**src/rtl/acc_mag_inv_sqrt.sv**
```systemverilog
// Iterative fixed-point inverse square root for the accelerometer normaliser.
// Digit-by-digit root, then restoring division, one operation in flight.
module acc_mag_inv_sqrt #(
  parameter int IN_WIDTH  = 24,
  parameter int SQ_FRAC   = 8,
  parameter int OUT_FRAC  = 20,
  parameter int OUT_WIDTH = 24
) (
  input  logic                 clk,
  input  logic                 rst_n,
  input  logic                 valid_in,
  output logic                 ready_in,
  input  logic [IN_WIDTH-1:0]  data_in,
  output logic                 valid_out,
  input  logic                 ready_out,
  output logic [OUT_WIDTH-1:0] data_out
);

  localparam int RW  = IN_WIDTH + 2 * SQ_FRAC;
  localparam int SN  = RW / 2;
  localparam int DN  = OUT_FRAC + SQ_FRAC + 1;
  localparam int RMW = SN + 1;
  localparam int CW  = $clog2(SN + DN + 1);

  localparam logic [CW-1:0] SQ_LAST = CW'(SN - 1);
  localparam logic [CW-1:0] DV_LAST = CW'(DN);

  typedef enum logic [1:0] {
    IDLE,
    SQRT,
    DIV,
    DONE
  } state_t;

  state_t               state;
  logic [RW-1:0]        rad;
  logic [RMW-1:0]       rem;
  logic [SN-1:0]        root;
  logic [SN-1:0]        pr;
  logic [OUT_WIDTH-1:0] q;
  logic [CW-1:0]        cnt;

  logic [SN+2:0]        rem_sh;
  logic [SN+2:0]        trial;
  logic [SN+2:0]        rem_nx;
  logic                 sq_ge;
  logic [SN:0]          pr_sh;
  logic [SN:0]          dvs;
  logic [SN:0]          pr_nx;
  logic                 dv_ge;

  // One root digit and one quotient bit per cycle; the
  // partial remainders carry a guard bit above the operand.
  always_comb begin
    rem_sh = {rem, rad[RW-1 -: 2]};
    trial  = {1'b0, root, 2'b01};
    sq_ge  = rem_sh >= trial;
    rem_nx = sq_ge ? rem_sh - trial : rem_sh;
    pr_sh  = {pr, cnt == '0};
    dvs    = {1'b0, root};
    dv_ge  = pr_sh >= dvs;
    pr_nx  = dv_ge ? pr_sh - dvs : pr_sh;
  end

  // Control FSM plus datapath registers; the dividend is
  // 2^(DN-1), so its only set bit enters on the first step.
  always_ff @(posedge clk or negedge rst_n) begin
    if (!rst_n) begin
      state     <= IDLE;
      ready_in  <= 1'b1;
      valid_out <= 1'b0;
      data_out  <= '0;
      rad       <= '0;
      rem       <= '0;
      root      <= '0;
      pr        <= '0;
      q         <= '0;
      cnt       <= '0;
    end else begin
      unique case (state)
        IDLE: begin
          if (valid_in && ready_in) begin
            rad      <= RW'(data_in) << (2 * SQ_FRAC);
            rem      <= '0;
            root     <= '0;
            cnt      <= '0;
            ready_in <= 1'b0;
            state    <= SQRT;
          end
        end
        SQRT: begin
          rad  <= rad << 2;
          rem  <= RMW'(rem_nx);
          root <= {root[SN-2:0], sq_ge};
          if (cnt == SQ_LAST) begin
            cnt   <= '0;
            pr    <= '0;
            q     <= '0;
            state <= DIV;
          end else begin
            cnt <= cnt + 1'b1;
          end
        end
        DIV: begin
          if (cnt == DV_LAST) begin
            data_out  <= (root == '0) ? '1 : q;
            valid_out <= 1'b1;
            state     <= DONE;
          end else begin
            pr  <= SN'(pr_nx);
            q   <= OUT_WIDTH'({q, dv_ge});
            cnt <= cnt + 1'b1;
          end
        end
        DONE: begin
          if (ready_out) begin
            valid_out <= 1'b0;
            ready_in  <= 1'b1;
            state     <= IDLE;
          end
        end
        default: state <= IDLE;
      endcase
    end
  end

endmodule

```
**config.mk**
```make
export PLATFORM = sky130hd
export DESIGN_NAME = acc_mag_inv_sqrt
export DESIGN_NICKNAME = d
export VERILOG_FILES = /design/src/rtl/acc_mag_inv_sqrt.sv
export SDC_FILE = /design/constraint.sdc
export NUM_CORES = 1
export LEC_CHECK = 0
export BUFFER_PORTS_ARGS = -buffer_cell sky130_fd_sc_hd__buf_4
export CAP_MARGIN = 5
export CORE_MARGIN = 1.5
export CORE_UTILIZATION = 61
export CTS_CLUSTER_DIAMETER = 100
export DETAILED_ROUTE_END_ITERATION = 8
export MAX_ROUTING_LAYER = met4
export PLACE_DENSITY = 0.83
export SLEW_MARGIN = 30
export SYNTH_ARGS = -nofsm -noshare
export SYNTH_HDL_FRONTEND = slang
export SYNTH_SLANG_ARGS = --single-unit
```
**constraint.sdc**
```tcl
create_clock -name clk -period 3.19 [get_ports clk]
set_input_delay 0 -clock clk [delete_from_list [all_inputs] [get_ports clk]]
set_output_delay 0 -clock clk [all_outputs]
set_load 0.02 [all_outputs]
```
Yosys cells after proc, flatten, opt, wreduce, memory -nomap -nowiden
Cells that the tools add are included.

Output and inout bits: 26. Input bits: 28. Logic and storage cells: 71. Register bits after elaboration: 159.

Reductions and logical operators: 16. Equality and inequality tests: 10. Add/subtract/negate cells: 3. $lt $le $gt $ge: 2. Multiplexer cells: 30.

Operators by type and width (number): 20-bit two-way mux (4); 20-bit case mux with 2 select lines (2); 40-bit case mux with 2 select lines (1); 24-bit two-way mux (3); 24-bit case mux with 2 select lines (1); 21-bit two-way mux (2); 21-bit case mux with 2 select lines (1); 40-bit two-way mux (1); 23-bit by 22-bit >= comparator with 1-bit output (1); 21-bit by 20-bit >= comparator with 1-bit output (1); 21-bit subtractor (1); 20-bit logical NOT (1); 20-bit subtractor (1); 6-bit two-way mux (3); 6-bit case mux with 3 select lines (1); 6-bit by 5-bit == test with 1-bit output, second input constant (2); 3-bit AND reduction (4); 2-bit inequality test, second input constant (5); 2-bit two-way mux (4); 2-bit case mux with 4 select lines (1); 2-bit nonzero test (4); 6-bit by 1-bit adder with 6-bit output, second input constant (1); 6-bit logical NOT (1); 2-bit == test, second input constant (2); other kinds (8) (13).

Depth between registers and ports, before layout
Word-level depth: 5. Mapped depth: 14. Depth with buffers taken out: 13.

Worst setup path before layout
OpenSTA, ideal clock, no wires.

Path kind: register -> register. Start point: reg cnt[3]. End point: reg pr[18]. Setup time: 0.083 ns. Stages on the path, launching flop included: 13. Clock period less this slack: 2.558 ns. Arrival: 2.475 ns. Path slack: 0.632 ns. Data required time: 3.107 ns. Cell sequence: dfrtp_1 nor3_1 nand3b_1 ha_1 fa_1 nor2b_1 o211ai_1 a21oi_1 o22ai_1 nor3_1 o41ai_1 xor2_1 o21ai_0.

Word-level cells in the longest chain between the ends: 5. Elaborated cells on any way between the ends: 11. Those cells by class: add/sub: 1; order compare: 1; eq/ne: 4; mux: 3; reduce/logical: 2.

RTL lines: from (decl) (RTL line 41) `logic [CW-1:0] cnt;`; from (signal assigned) (RTL line 101) `cnt <= cnt + 1'b1;`; from (signal assigned) (RTL line 112) `cnt <= cnt + 1'b1;`; 6-bit logical NOT (RTL line 59) `pr_sh = {pr, cnt == '0};`; 20-bit subtractor / 21-bit by 20-bit >= comparator with 1-bit output (equally long branches) (RTL line 62, 61); 20-bit two-way mux (RTL line 62) `pr_nx = dv_ge ? pr_sh - dvs : pr_sh;`; 20-bit two-way mux (RTL line 105) `if (cnt == DV_LAST) begin`; 20-bit case mux with 2 select lines (RTL line 80) `unique case (state)`; to (signal assigned) (RTL line 110) `pr <= SN'(pr_nx);`; to (decl) (RTL line 39) `logic [SN-1:0] pr;`.

Parallel ways exist; a longest one is shown, timed or not. The select of a mux whose other input is x is not followed. A chain may end at the register's enable or synchronous reset.

Final worst setup path
Start point: reg cnt[2]. End point: reg pr[18].

Same word-level chain as after synthesis.

==> results_dict.tcl <==
set metrics [dict create \
    status "completed" \
    place_hpwl_microns 12400 \
    synth_xor_area_frac 0.0354 \
    cts.path.max_buffers 2 \
    ys_warn_count 0 \
    rsz0062_at_grt "false" \
    synthAdderAreaFrac 0.0790 \
    tns_ns 0 \
    timing.final.crit_share 0.928 \
    required_ns 3.53 \
    postSynthCellCount 868 \
    cts_buffers 17 \
    die_w_microns 119 \
    synth_area_sq_um 8170 \
    drc 0 \
    async_reset_ff_frac 1.00 \
    grt_pass1_wl_microns 33600 \
    wire_per_inst_microns 17.9 \
    ioPinCount 54 \
    seq_area_frac_synth 0.438 \
    slowest_delay_ns 0.44 \
    drive_above_1_share 0.129 \
    p_leak_nw 4.23 \
    arrival_ns 3.30 \
    end_kind "flop" \
    routed-via-count 6884 \
    antenna_cells 0 \
    syn2layout_area_growth_pct 17.4 \
    grtUsageTotal 0.310 \
    synth_compound_area_frac 0.213 \
    crit_chain "nor3_2 -> nand3b_1 -> ha_1 -> fa_1 -> nor2b_1 -> o211ai_1 -> a21oi_1 -> o22ai_1 -> nor3_1 -> o41ai_1 -> xor2_1 -> o21ai_0" \
    synth_edf_count 0 \
    synth_area_per_cell_sq_um 9.42 \
    cts_tree "yes" \
    placedCellCount 1068 \
    synth_top_family_by_area "compound AO/OA/AOI/OAI gates" \
    nets 1017 \
    startpoint_type "flop" \
    worst_path_max_delay_cell "dfrtp_1" \
    antenna_found_initial 0 \
    synth-simple-area-share 0.141 \
    tightest_slew_ns 0.880 \
    drt-vias-per-instance 6.12 \
    die-area_sq_um 14100 \
    synth_nets 947 \
    finalNonFillerCells 1125 \
    power_density_nw_per_um2 1220 \
    crit_path_max_fanout 6 \
    dp_slack_ns 0.239 \
    drv_slew 0 \
    path_buf_inv 0 \
    muxShareOfSynthArea 0.0468 \
    coreArea_sq_um 13100 \
    max_freq_ghz 0.338 \
    fin_skew_ns 0.00674 \
    drv_cap 0 \
    die_h_microns 119 \
    grt-ovfl-total 0 \
    cp_top_family "simple AND/OR/NAND/NOR gates" \
    gp_congestion 0.871 \
    synth_cell_types 76 \
    clkSlewWorstSetupHoldPaths_ns 0.06 \
    start_util 0.622 \
    cts.sink_count 143 \
    min_period_ns 2.96 \
    worst_slack_ns 0.230 \
    postRouteAntennaNets 0 \
    io_buffers 53 \
    htree_levels 4 \
    clockRootBuffer "clkbuf_16" \
    min_path_type "input pin to async pin" \
    dr.pass1.iters 5 \
    wl_microns 20100 \
    ys_ff_latch 143 \
    clkLatencyLatePin_ns 0.43 \
    grt_pass1_vias 6783 \
    fin_total_pwr_mw 11.7 \
    rows 42 \
    hold_viol_final 0 \
    ys.flop_type "dfrtp_1" \
    grt_max_degree 114 \
    setup-violations-final 0 \
    drt-initial-drc-count 575 \
    vdd_ir_drop_max_mv 0.564 \
    relSlewSlack 0.411 \
    critPathKind "flop to flop" \
]
-- layout by cell type, fill, tap and decap left out, types with 4 or more instances in the layout --
master	instances
a211oi_1	4
a21o_1	6
a21oi_1	27
a22o_1	5
a31oi_1	5
a32oi_1	11
buf_4	67
clkbuf_16	17
clkbuf_8	4
dfrtp_1	142
dlygate4sd3_1	27
ha_1	50
inv_1	41
mux2i_1	36
nand2_1	149
nand2b_1	4
nand3_1	25
nand4_1	7
nor2_1	27
nor2b_1	4
nor3_1	9
nor4_1	7
o211ai_1	5
o21a_1	9
o21ai_0	99
o21ai_1	12
o21bai_1	6
o22a_1	24
o311ai_1	9
o31ai_1	5
xnor2_1	19
xor2_1	14
-- layer usage --
metal / GRT usage / share of wire / vias to the layer above
li1: - / - / 3260
met1: 0.384 / 0.44 / 3351
met2: 0.499 / 0.49 / 220
met3: 0.0627 / 0.047 / 53
met4: 0.127 / 0.030 / 0
met5: - / 0 / -
-- state kept, by name (all words and copies together), names as in the netlist --
name and flops:
data_out 24, q 24, rad 24, rem 21
pr 20, root 20, cnt 6, state 2
ready_in 1, valid_out 1
-- report_power, final --
part | switching [mW] | total, mW | internal, mW
clock network | 0.769 | 2.00 | 1.23
registers | 0.479 | 2.92 | 2.44
logic | 3.96 | 6.75 | 2.79
-- worst register-to-register path: stages (launching register included) --
cell and delay, ns:
dfrtp_1 0.44, nor3_2 0.26, nand3b_1 0.16, ha_1 0.24
fa_1 0.40, nor2b_1 0.18, o211ai_1 0.13, a21oi_1 0.21
o22ai_1 0.15, nor3_1 0.27, o41ai_1 0.14, xor2_1 0.15
o21ai_0 0.16
-- synthesized netlist by cell type, types with 6 or more instances --
master | number | area, sq um
a32oi_1 | 11 | 96.3
nand2_1 | 149 | 559
nand4_1 | 7 | 43.8
nor2_1 | 27 | 101
ha_1 | 50 | 626
mux2i_1 | 36 | 360
o21ai_0 | 100 | 500
nor4_1 | 7 | 43.8
xor2_1 | 14 | 123
clkbuf_1 | 33 | 124
o21bai_1 | 6 | 45.0
inv_1 | 41 | 154
a21oi_1 | 27 | 135
o21a_1 | 9 | 67.6
a21o_1 | 6 | 45.0
nor3_1 | 10 | 50.1
dfrtp_1 | 142 | 3550
o22a_1 | 24 | 210
xnor2_1 | 19 | 166
nand3_1 | 25 | 125
o21ai_1 | 12 | 60.1
o311ai_1 | 9 | 78.8
-- final timing paths --
| check | startpoint | to | slack [ns] | cells past startpoint |
|---|---|---|---|---|
| worst min register to register | rad[25]$_DFFE_PN0P_ | rad[25]$_DFFE_PN0P_ | 0.48 | 2 |
| worst max register to register | cnt[2]$_DFFE_PN0P_ | pr[18]$_DFFE_PN0P_ | 0.23 | 12 |
| worst max-delay path | cnt[2]$_DFFE_PN0P_ | pr[18]$_DFFE_PN0P_ | 0.23 | 12 |
| min in group clk | data_in[14] | rad[30]$_DFFE_PN0P_ | 0.41 | 4 |
| worst min-delay path | rst_n | data_out[15]$_DFFE_PN0P_ | 0.18 | 2 |
| max in group asynchronous | rst_n | rad[36]$_DFFE_PN0P_ | 2.14 | 3 |
-- stage by stage --
stage | cell area [sq um] | hold WS, ns | utilization
after floorplan | 8170 | -0.296 | -
after global placement | 8690 | 0.221 | 0.662
after detailed placement | 8720 | 0.130 | 0.664
after CTS | 9590 | 0.277 | 0.730
after global routing | 9600 | 0.309 | 0.731
final | 9600 | 0.184 | 0.731
-- final cells by class --
type	count	area [sq um]
tap	176	220
sequential	143	3580
fill	870	3540
inverter	41	154
timing repair buffer	96	816
clock inverter	8	106
multi-input combinational	639	4240
clock buffer	22	484
-- cells by family (layout without fill, tap and decap cells) --
| logic type | after synthesis | in the layout |
|---|---|---|
| AO/OA/AOI/OAI | 261 | 261 |
| XOR/XNOR | 33 | 33 |
| multiplexers | 38 | 38 |
| buffers and inverters | 86 | 167 |
| flip-flops | 143 | 143 |
| adder cells (fa/ha/maj) | 51 | 51 |
| AND/OR/NAND/NOR | 256 | 256 |
-- repair_timing --
item / in CTS / in global routing
endpoints found under the setup margin: 0 / 10
endpoints found under the hold margin: 136 / 0
hold buffers: 27 / 0
buffers inserted: 0 / 0
gates resized for setup: 0 / 2
Note: power is estimated with default switching activity, not from simulation.
